## src/rtl/logic_cell_cfg_pkg.sv

```systemverilog
// Shared definitions for the logic-cell configuration loader.
//   - cfg_state_t  : loader sequencer states
//   - field offsets of the per-cell configuration word
//   - MODE and output-mux select encodings
//   - cfg_word_illegal(): flags reserved/illegal field values in a word
package logic_cell_cfg_pkg;

  typedef enum logic [1:0] {
    IDLE  = 2'd0,
    LOAD  = 2'd1,
    SHIFT = 2'd2,
    LATCH = 2'd3
  } cfg_state_t;

  // Configuration word layout (LSB offsets, widths)
  localparam int LUT_LSB     = 0;
  localparam int LUT_W       = 16;
  localparam int MODE_LSB    = 16;
  localparam int QDI_MUX_LSB = 18;
  localparam int BQZ_MUX_LSB = 20;
  localparam int CQZ_MUX_LSB = 22;
  localparam int SEL_W       = 2;
  localparam int FIELD_W     = 24;

  typedef enum logic [1:0] {
    MODE_LUT_FF          = 2'd0,
    MODE_LUT_FF_SEPARATE = 2'd1,
    MODE_LUT_ADDER       = 2'd2,
    MODE_RESERVED        = 2'd3
  } cell_mode_t;

  typedef enum logic [1:0] {
    MUX_I0 = 2'd0,
    MUX_I1 = 2'd1,
    MUX_I2 = 2'd2,
    MUX_I3 = 2'd3
  } mux_sel_t;

  // A word is illegal when MODE is the reserved code or QDI_MUX selects I3.
  function automatic logic cfg_word_illegal(input logic [FIELD_W-1:0] word);
    logic [SEL_W-1:0] mode;
    logic [SEL_W-1:0] qdi;
    mode = word[MODE_LSB +: SEL_W];
    qdi  = word[QDI_MUX_LSB +: SEL_W];
    return (mode == MODE_RESERVED) || (qdi == MUX_I3);
  endfunction

endpackage

```

## src/rtl/logic_cell_cfg_loader_shift_reg.sv

```systemverilog
// cfg_shift_reg: parallel-load, MSB-first serial shift register with a
// down-counting bit counter.
//   clk, rst_n  : clock, async active-low reset
//   load        : capture load_data, bit counter to W-1
//   load_data   : word to be shifted out
//   shift_en    : shift left one bit, decrement bit counter
//   sdo         : current MSB
//   last        : bit counter is at 0 (the bit on sdo is the final one)
module cfg_shift_reg #(
  parameter int W = 24
) (
  input  logic         clk,
  input  logic         rst_n,
  input  logic         load,
  input  logic [W-1:0] load_data,
  input  logic         shift_en,
  output logic         sdo,
  output logic         last
);

  localparam int CNT_W = $clog2(W);

  logic [W-1:0]     sreg;
  logic [CNT_W-1:0] bit_cnt;

  always_ff @(posedge clk or negedge rst_n) begin
    if (!rst_n) begin
      sreg    <= '0;
      bit_cnt <= '0;
    end else if (load) begin
      sreg    <= load_data;
      bit_cnt <= CNT_W'(W - 1);
    end else if (shift_en) begin
      sreg <= {sreg[W-2:0], 1'b0};
      // Hold at zero rather than wrap; the sequencer leaves SHIFT on last.
      if (bit_cnt != '0) bit_cnt <= bit_cnt - CNT_W'(1);
    end
  end

  assign sdo  = sreg[W-1];
  assign last = (bit_cnt == '0);

endmodule

```

## src/rtl/logic_cell_cfg_loader.sv

```systemverilog
// logic_cell_cfg_loader: accepts one configuration word per cell over a
// valid/ready handshake, shifts each word MSB-first into the column scan
// chain, then pulses CFG_LATCH so every cell switches configuration together.
//   QCK, QRT_N        : clock, async active-low reset
//   start, abort      : one-cycle session begin / cancel requests
//   cfg_valid/ready   : host word handshake, cfg_data the word
//   CFG_SEN, CFG_SDO  : chain shift enable and serial data
//   CFG_LATCH         : one-cycle parallel-load strobe
//   busy, done        : session in progress / one-cycle completion pulse
//   cfg_err           : sticky illegal-field flag, cleared by accepted start
//   state_dbg         : current sequencer state
//
// Handshake: a word transfers on a rising edge where cfg_valid && cfg_ready;
// the host must hold cfg_valid and cfg_data stable until that edge, and
// cfg_data is ignored at all other times.
module logic_cell_cfg_loader
  import logic_cell_cfg_pkg::*;
#(
  parameter int NUM_CELLS = 8,
  parameter int CFG_W     = 24
) (
  input  logic             QCK,
  input  logic             QRT_N,
  input  logic             start,
  input  logic             abort,
  input  logic             cfg_valid,
  output logic             cfg_ready,
  input  logic [CFG_W-1:0] cfg_data,
  output logic             CFG_SEN,
  output logic             CFG_SDO,
  output logic             CFG_LATCH,
  output logic             busy,
  output logic             done,
  output logic             cfg_err,
  output logic [1:0]       state_dbg
);

  localparam int CNT_W = $clog2(NUM_CELLS + 1);
  localparam logic [CNT_W-1:0] LAST_CELL = CNT_W'(NUM_CELLS - 1);
  // Field check always sees at least a full 24-bit word (zero-extended).
  localparam int CHK_W = (CFG_W > FIELD_W) ? CFG_W : FIELD_W;

  cfg_state_t       state, next_state;
  logic [CNT_W-1:0] cell_cnt;
  logic             load, shift_en, start_ok, cell_inc;
  logic             sdo_raw, last_bit;
  logic [CHK_W-1:0] chk_word;
  logic             word_illegal;

  assign chk_word     = CHK_W'(cfg_data);
  assign word_illegal = cfg_word_illegal(chk_word[FIELD_W-1:0]);

  cfg_shift_reg #(.W(CFG_W)) u_shift_reg (
    .clk       (QCK),
    .rst_n     (QRT_N),
    .load      (load),
    .load_data (cfg_data),
    .shift_en  (shift_en),
    .sdo       (sdo_raw),
    .last      (last_bit)
  );

  always_ff @(posedge QCK or negedge QRT_N) begin
    if (!QRT_N) state <= IDLE;
    else        state <= next_state;
  end

  always_comb begin
    next_state = state;
    cfg_ready  = 1'b0;
    CFG_SEN    = 1'b0;
    CFG_LATCH  = 1'b0;
    load       = 1'b0;
    shift_en   = 1'b0;
    start_ok   = 1'b0;
    cell_inc   = 1'b0;
    case (state)
      IDLE: begin
        // abort beats a simultaneous start
        if (start && !abort) begin
          start_ok   = 1'b1;
          next_state = LOAD;
        end
      end
      LOAD: begin
        if (abort) begin
          // ready is withheld so an aborted cycle never consumes a word
          next_state = IDLE;
        end else begin
          cfg_ready = 1'b1;
          if (cfg_valid) begin
            load       = 1'b1;
            next_state = SHIFT;
          end
        end
      end
      SHIFT: begin
        CFG_SEN  = 1'b1;
        shift_en = 1'b1;
        if (abort) begin
          next_state = IDLE;
        end else if (last_bit) begin
          cell_inc   = 1'b1;
          next_state = (cell_cnt == LAST_CELL) ? LATCH : LOAD;
        end
      end
      LATCH: begin
        CFG_LATCH  = 1'b1;
        next_state = IDLE;
      end
      default: next_state = IDLE;
    endcase
  end

  always_ff @(posedge QCK or negedge QRT_N) begin
    if (!QRT_N) begin
      cell_cnt <= '0;
      cfg_err  <= 1'b0;
      done     <= 1'b0;
    end else begin
      if (start_ok)      cell_cnt <= '0;
      else if (cell_inc) cell_cnt <= cell_cnt + CNT_W'(1);

      if (start_ok)                  cfg_err <= 1'b0;
      else if (load && word_illegal) cfg_err <= 1'b1;

      // done lands in the first IDLE cycle after the latch strobe
      done <= (state == LATCH);
    end
  end

  assign CFG_SDO   = CFG_SEN & sdo_raw;
  assign busy      = (state != IDLE);
  assign state_dbg = state;

endmodule

```

## config.mk

```make
export PLATFORM = sky130hd
export DESIGN_NAME = logic_cell_cfg_loader
export DESIGN_NICKNAME = d
export VERILOG_FILES = /design/src/rtl/logic_cell_cfg_pkg.sv /design/src/rtl/logic_cell_cfg_loader_shift_reg.sv /design/src/rtl/logic_cell_cfg_loader.sv
export SDC_FILE = /design/constraint.sdc
export NUM_CORES = 1
export LEC_CHECK = 0
export BUFFER_PORTS_ARGS = -buffer_cell sky130_fd_sc_hd__buf_2
export CORE_UTILIZATION = 35
export CTS_CLUSTER_SIZE = 12
export DETAILED_ROUTE_END_ITERATION = 10
export MAX_ROUTING_LAYER = met4
export PLACE_DENSITY = 0.54
export SETUP_SLACK_MARGIN = 0.2
export SYNTH_ARGS = -nofsm -noshare
export SYNTH_HDL_FRONTEND = slang
export SYNTH_HIERARCHICAL = 1
export SYNTH_SLANG_ARGS = --single-unit
```

## constraint.sdc

```tcl
create_clock -name QCK -period 1.75 [get_ports QCK]
set_input_delay 0.0875 -clock QCK [delete_from_list [all_inputs] [get_ports QCK]]
set_output_delay 0.0875 -clock QCK [all_outputs]
set_load 0.1 [all_outputs]
```

==> out/results.txt, run 1 <==
Max VDD drop -> 0.547 mV
Full die area -> 5420 sq um
Slew headroom -> 58.4%
Antenna-violating nets left -> 0
Actual slew at the worst max-slew pin -> 624 ps
Antenna violations before repair -> 0
GRT Resource Usage Total -> 15.6%
DRT Pass-1 Iters -> 4
Warnings, synthesis -> 6
Area grow syn2layout -> 33.0%
Minimum clock period -> 1550 ps
Leakage -> 1.04 nW
Final worst-path cycle share -> 88.7%
DP HPWL -> 2600 microns
Clock slew at reported path FFs -> 80 ps
Final Hold Vio Count -> 0
Crit. End Element -> flip-flop
Die X -> 73.6 microns
Clk_skew -> 7.22 ps
Crit path arrival time -> 1730 ps
Dominant register cell in the synthesized netlist -> dfrtp_1
Maxcap violations -> 0
Synth unique cells -> 32
RSZ-0062 raised after global routing -> true
Initial DRC count -> 46
First-pass GRT wire length -> 6180 microns
EDFF count, synth -> 0
Worst hold margin -> 7.70 ps
Sequential area share after synthesis -> 51.6%
Initial Util -> 37.2%
WS Path Type -> flip-flop to flip-flop
H-tree depth -> 2
Vias -> 1414
Total clock sinks -> 37
Gpl congestion -> 0.806
Routed wire length per instance -> 12.9 microns
F_max -> 644 MHz
Mapped cell area -> 1790 sq um
Flip-flop and latch count after synthesis -> 37
Worst Setup Slack, final -> 197 ps
Max Fanout on Critical Path -> 4
Drt total wl -> 3760 microns
Largest net degree at the start of global routing -> 29
Port Buffer Count -> 37
Drt drc -> 0
Site row count -> 25
CORE AREA -> 4820 sq um
Syn Inst Count -> 171
Post-Syn Nets -> 202
Startpoint type of the worst setup path -> flip-flop
Syn avg cell area -> 10.5 sq um
Vias in the first global route -> 1392
Dpl ws -> 175 ps
Skew-Pair Late Insertion Delay -> 290 ps
CTS Buf Count -> 5
Pwr Density -> 1240 nW/um^2
Final setup viols -> 0
FFs w/ async S/R, synth -> 100%
Remaining global-route overflow -> 0
Num ports -> 38
Ant diodes -> 0
DIE HEIGHT -> 73.6 microns
Critical path required time -> 1930 ps
Vias per cell -> 4.86
Nets -> 254
CTS tree -> yes
# fillers -> 481
Run status -> finished clean
Clock root buffer -> clkbuf_8
Share of post-route cells with drive strength above 1 -> 34.8%
Slew Viols, Final -> 0
CTS max path bufs -> 2
Hold crit path type -> primary input to flip-flop
==> path summary, 6_finish.rpt <==
path | from | end | slack, ps | cells after the start
min in group asynchronous | QRT_N | state_dbg[0] | 350 | 2
setup / recovery | u_shift_reg/bit_cnt[1] | cell_cnt[3] | 200 | 6
max in group asynchronous | QRT_N | u_shift_reg/sreg[9] | 850 | 3
hold reg to reg | cfg_err | cfg_err | 490 | 2
hold / removal | cfg_data[12] | u_shift_reg/sreg[12] | 8 | 3
setup reg to reg | u_shift_reg/bit_cnt[1] | cell_cnt[3] | 200 | 6
==> final cells by class <==
class | count | area [sq um] | area share [%]
Clock inverter | 3 | 65.1 | 2.73
Timing Repair Buffer | 55 | 388 | 16.3
Inverter | 5 | 18.8 | 0.787
Tap cell | 67 | 83.8 | 3.51
Multi-Input combinational cell | 119 | 828 | 34.7
Sequential cell | 37 | 933 | 39.1
Clock buffer | 5 | 68.8 | 2.88
==> synth_stat cells, types with 2 or more instances <==
library cell   n  share of area, %
dfrtp_1       37                52
nand2_1       34               7.1
mux2i_1       28                16
o21ai_0       20               5.6
clkbuf_1       5               1.0
inv_1          5               1.0
nor2_1         5               1.0
o21ai_1        5               1.4
nor2b_1        3               1.0
a21oi_1        2              0.56
and2_1         2              0.70
buf_2          2              0.56
ha_1           2               1.4
o31ai_1        2              0.84
or4b_4         2               1.5
==> state kept, by name (all words and copies together) (netlist names) <==
| register | cells |
|---|---|
| cell_cnt | 4 |
| cfg_err | 1 |
| done | 1 |
| state_dbg | 2 |
| u_shift_reg/bit_cnt | 5 |
| u_shift_reg/sreg | 24 |
==> cell families (layout without fill, tap and decap cells) <==
kind of cell | after synthesis | in the layout | share of synthesized area (%)
fa+ha+maj | 2 | 2 | 1.39
xor+xnor | 1 | 1 | 0.488
buf+inv | 15 | 68 | 3.91
simple gates | 54 | 54 | 16.4
flops | 37 | 37 | 51.6
compound gates | 34 | 34 | 10.6
mux | 28 | 28 | 15.6
==> worst max-delay path: stages, from the launching register on <==
cell,delay (ps)
dfrtp_1,400
inv_1,70
ha_2,180
nor4b_4,210
and4bb_2,320
nand4_1,120
mux2i_1,140
==> stage by stage <==
| stage | TNS, ps | power, mW | util (%) | instances | cell area (sq um) |
|---|---|---|---|---|---|
| finish | 0 | 2.96 | 49.5 | 291 | 2390 |
| global route | 0 | 3.16 | 49.5 | 291 | 2390 |
| CTS | 0 | 2.97 | 48.6 | 288 | 2340 |
| detailed placement | 0 | 2.04 | 44.2 | 273 | 2130 |
| global placement | 0 | 2.00 | 44.2 | 273 | 2130 |
| floorplan | -20370 | 1.84 | - | 171 | 1870 |
==> metal layers <==
layer	vias to the layer above	global-route usage, %	share of wire (%)
li1	698	-	-
met1	683	18.7	46
met2	29	25.1	49
met3	4	4.12	4.1
met4	0	5.77	1.3
met5	-	-	0
==> cells in the final DEF (no fill, tap or decap), types with 2 or more instances in the layout <==
master         instances
inv_2                  2
nand2_1               34
dfrtp_1               35
or4b_4                 2
inv_1                  3
buf_6                  4
o21ai_0               10
buf_2                 34
clkbuf_8               5
buf_4                 11
bufinv_16              2
nor2_1                 5
dlygate4sd3_1          3
mux2i_1               27
o31ai_1                2
dfrtp_4                2
buf_12                 3
o21ai_1               15
==> power by group <==
part | switching [mW] | internal, mW
Clock | 0.306 | 0.566
Sequential | 0.201 | 1.16
Combinational | 0.386 | 0.343
Total | 0.893 | 2.06
==> repair_timing <==
| action | in CTS | in global routing |
|---|---|---|
| buffers inserted | 4 | 3 |
| hold buffers | 3 | 0 |
| pin swaps | 1 | 1 |
| endpoints found under the hold margin | 28 | 0 |
| endpoints found under the setup margin | 6 | 32 |
| gates resized for setup | 6 | 7 |
No activity file was read; power rests on OpenSTA's default activity.
==> run 2, diff against run 1 <==
Settings changed: CELL_PAD_IN_SITES_DETAIL_PLACEMENT set to 1, CELL_PAD_IN_SITES_GLOBAL_PLACEMENT set to 1, PLACE_DENSITY 0.54 to 0.67.
==> run 2 against run 1 <==
  * Cell area increased by 1.2%
  * Clock power decreased by 24%
  * First-iteration DRC count decreased by 59%
  * Routed wire length increased by 19%
  * Count of clock-buffer cells in the layout increased by 2
  * Combinational power increased by 6.2%
  * Critical path type unchanged
  * Highest routed layer unchanged
==> out/results.txt, run 2 (same netlist as run 1, synthesis figures left out) <==
Worst Hold Depth -> 3
Hold crit path type -> primary input to flip-flop
Routed wire length per instance -> 15.3 microns
Minimum clock period -> 1590 ps
CTS Buf Count -> 5
Final core utilization -> 50.1%
Fin cells -> 292
Worst Reg2Reg Path Length in Cells -> 4
CTS tree -> yes
Critical path required time -> 1980 ps
DRT Pass-1 Iters -> 4
GRT Resource Usage Total -> 20.0%
Leakage -> 1.04 nW
# fillers -> 551
Port Buffer Count -> 37
Routed length on met3 -> 141 microns
Drt drc -> 0
Num ports -> 38
Vias in the first global route -> 1632
Drt total wl -> 4470 microns
Top Metal Used -> met4
DRT met1 WL -> 1880 microns
Actual slew at the worst max-slew pin -> 491 ps
Run status -> finished clean
Final Hold Vio Count -> 0
Ant diodes -> 0
Slew headroom -> 67.5%
Reg2reg end -> u_shift_reg/bit_cnt[3]
R2r startpoint -> state_dbg[0]
Initial DRC count -> 19
HP Start -> cfg_data[14]
Top flop regs -> u_shift_reg/sreg: 24 flops, u_shift_reg/bit_cnt: 5 flops, cell_cnt: 4 flops
Most common cell after layout, fill and taps aside -> dfrtp_1
Final setup viols -> 0
Site row count -> 25
Skew-Pair Late Insertion Delay -> 290 ps
Vias -> 1435
Maxcap violations -> 0
Crit path arrival time -> 1810 ps
H-tree depth -> 2
Initial Util -> 37.2%
DIE HEIGHT -> 73.6 microns
Pwr Density -> 1160 nW/um^2
WL met2 -> 2380 microns
Clock root buffer -> clkbuf_8
F_max -> 631 MHz
Inst Count DP -> 270
Share of post-route cells with drive strength above 1 -> 37.3%
Antenna violations before repair -> 0
Full die area -> 5420 sq um
Largest Register -> u_shift_reg/sreg
CTS max path bufs -> 2
Most frequent cells in the layout -> dfrtp_1 (35), buf_2 (34), nand2_1 (32), mux2i_1 (28)
Vias per cell -> 4.91
Clock slew at reported path FFs -> 80 ps
Area grow syn2layout -> 34.5%
Remaining global-route overflow -> 0
Clk_skew -> 6.56 ps
First-pass GRT wire length -> 7710 microns
Total clock sinks -> 37
Hold endpoint -> u_shift_reg/sreg[14]
Worst hold margin -> 7.84 ps
Startpoint type of the worst setup path -> flip-flop
Nets -> 255
Flop2flop setup slack -> 160 ps
Slew Viols, Final -> 0
Die X -> 73.6 microns
RSZ-0062 raised after global routing -> true
Largest net degree at the start of global routing -> 29
CORE AREA -> 4820 sq um
Setup crit start -> state_dbg[0]
DP HPWL -> 2950 microns
Max Fanout on Critical Path -> 8
Gpl congestion -> 0.761
Largest register FFs -> 24
Final worst-path cycle share -> 90.6%
Antenna-violating nets left -> 0
WS Path Type -> flip-flop to flip-flop
Max VDD drop -> 0.476 mV
Crit. End Element -> flip-flop
[run 2: cell types whose count changed in the layout (fill, tap and decap cells not counted), moves of 2 or more]
cell,previous run,this run
buf_12,3,5
bufinv_16,2,0
clkbuf_8,5,7
dlygate4sd3_1,3,1
buf_4,11,15
nand2_1,34,32
buf_6,4,0
nand2_2,0,2
[run 2: how the worst max path moves through the flow]
stage / endpoint / slack [ps] / cells past startpoint
after floorplan: u_shift_reg/bit_cnt[0] / -700 / 8
after global placement: cell_cnt[3] / 220 / 6
after detailed placement: cell_cnt[1] / 170 / 6
after CTS: u_shift_reg/bit_cnt[0] / 180 / 4
after global routing: cell_cnt[1] / 80 / 6
final: u_shift_reg/bit_cnt[3] / 160 / 4
[run 2: power breakdown]
group	switching (mW)	leakage, nW	internal (mW)
clock	0.303	0.0542	0.356
combinational	0.412	0.529	0.362
sequential	0.205	0.459	1.16
total	0.921	1.04	1.87
[run 2: metrics by stage]
step                power [mW]  setup TNS (ps)  instance area [sq um]  setup WS, ps
global route              3.00               0                   2410          84.6
floorplan                 1.84          -20370                   1870          -703
global placement          2.00               0                   2120           225
detailed placement        2.06               0                   2120           175
CTS                       2.81               0                   2360           184
finish                    2.79               0                   2410           165
[run 2: layout make-up]
| cell class | instances | area, sq um | area share, % |
|---|---|---|---|
| clock buffers | 7 | 96.3 | 3.99 |
| clock inverters | 1 | 5.00 | 0.207 |
| inverters | 5 | 18.8 | 0.778 |
| multi-input cells | 119 | 856 | 35.5 |
| flip-flops and latches | 37 | 933 | 38.7 |
| well taps | 67 | 83.8 | 3.47 |
| repair buffers | 56 | 420 | 17.4 |
[run 2: timing repair]
action	CTS	global route
endpoints found under the setup margin	7	30
pin swaps	1	4
resized for setup	8	7
hold buffers	1	0
buffers inserted	7	5
cloned	1	0
hold endpoints to repair	14	0
[run 2: critical path, stage by stage, from the launching register on]
cell	delay, ps
dfrtp_4	530
nor2b_4	170
or4b_4	510
nor4_4	170
a31o_1	140
[run 2: routing by layer]
layer  global-route usage [%]  up-vias
met5                        -        -
met4                     7.48        0
met3                     4.94        5
met2                     34.3       28
met1                     22.6      702
li1                         -      700
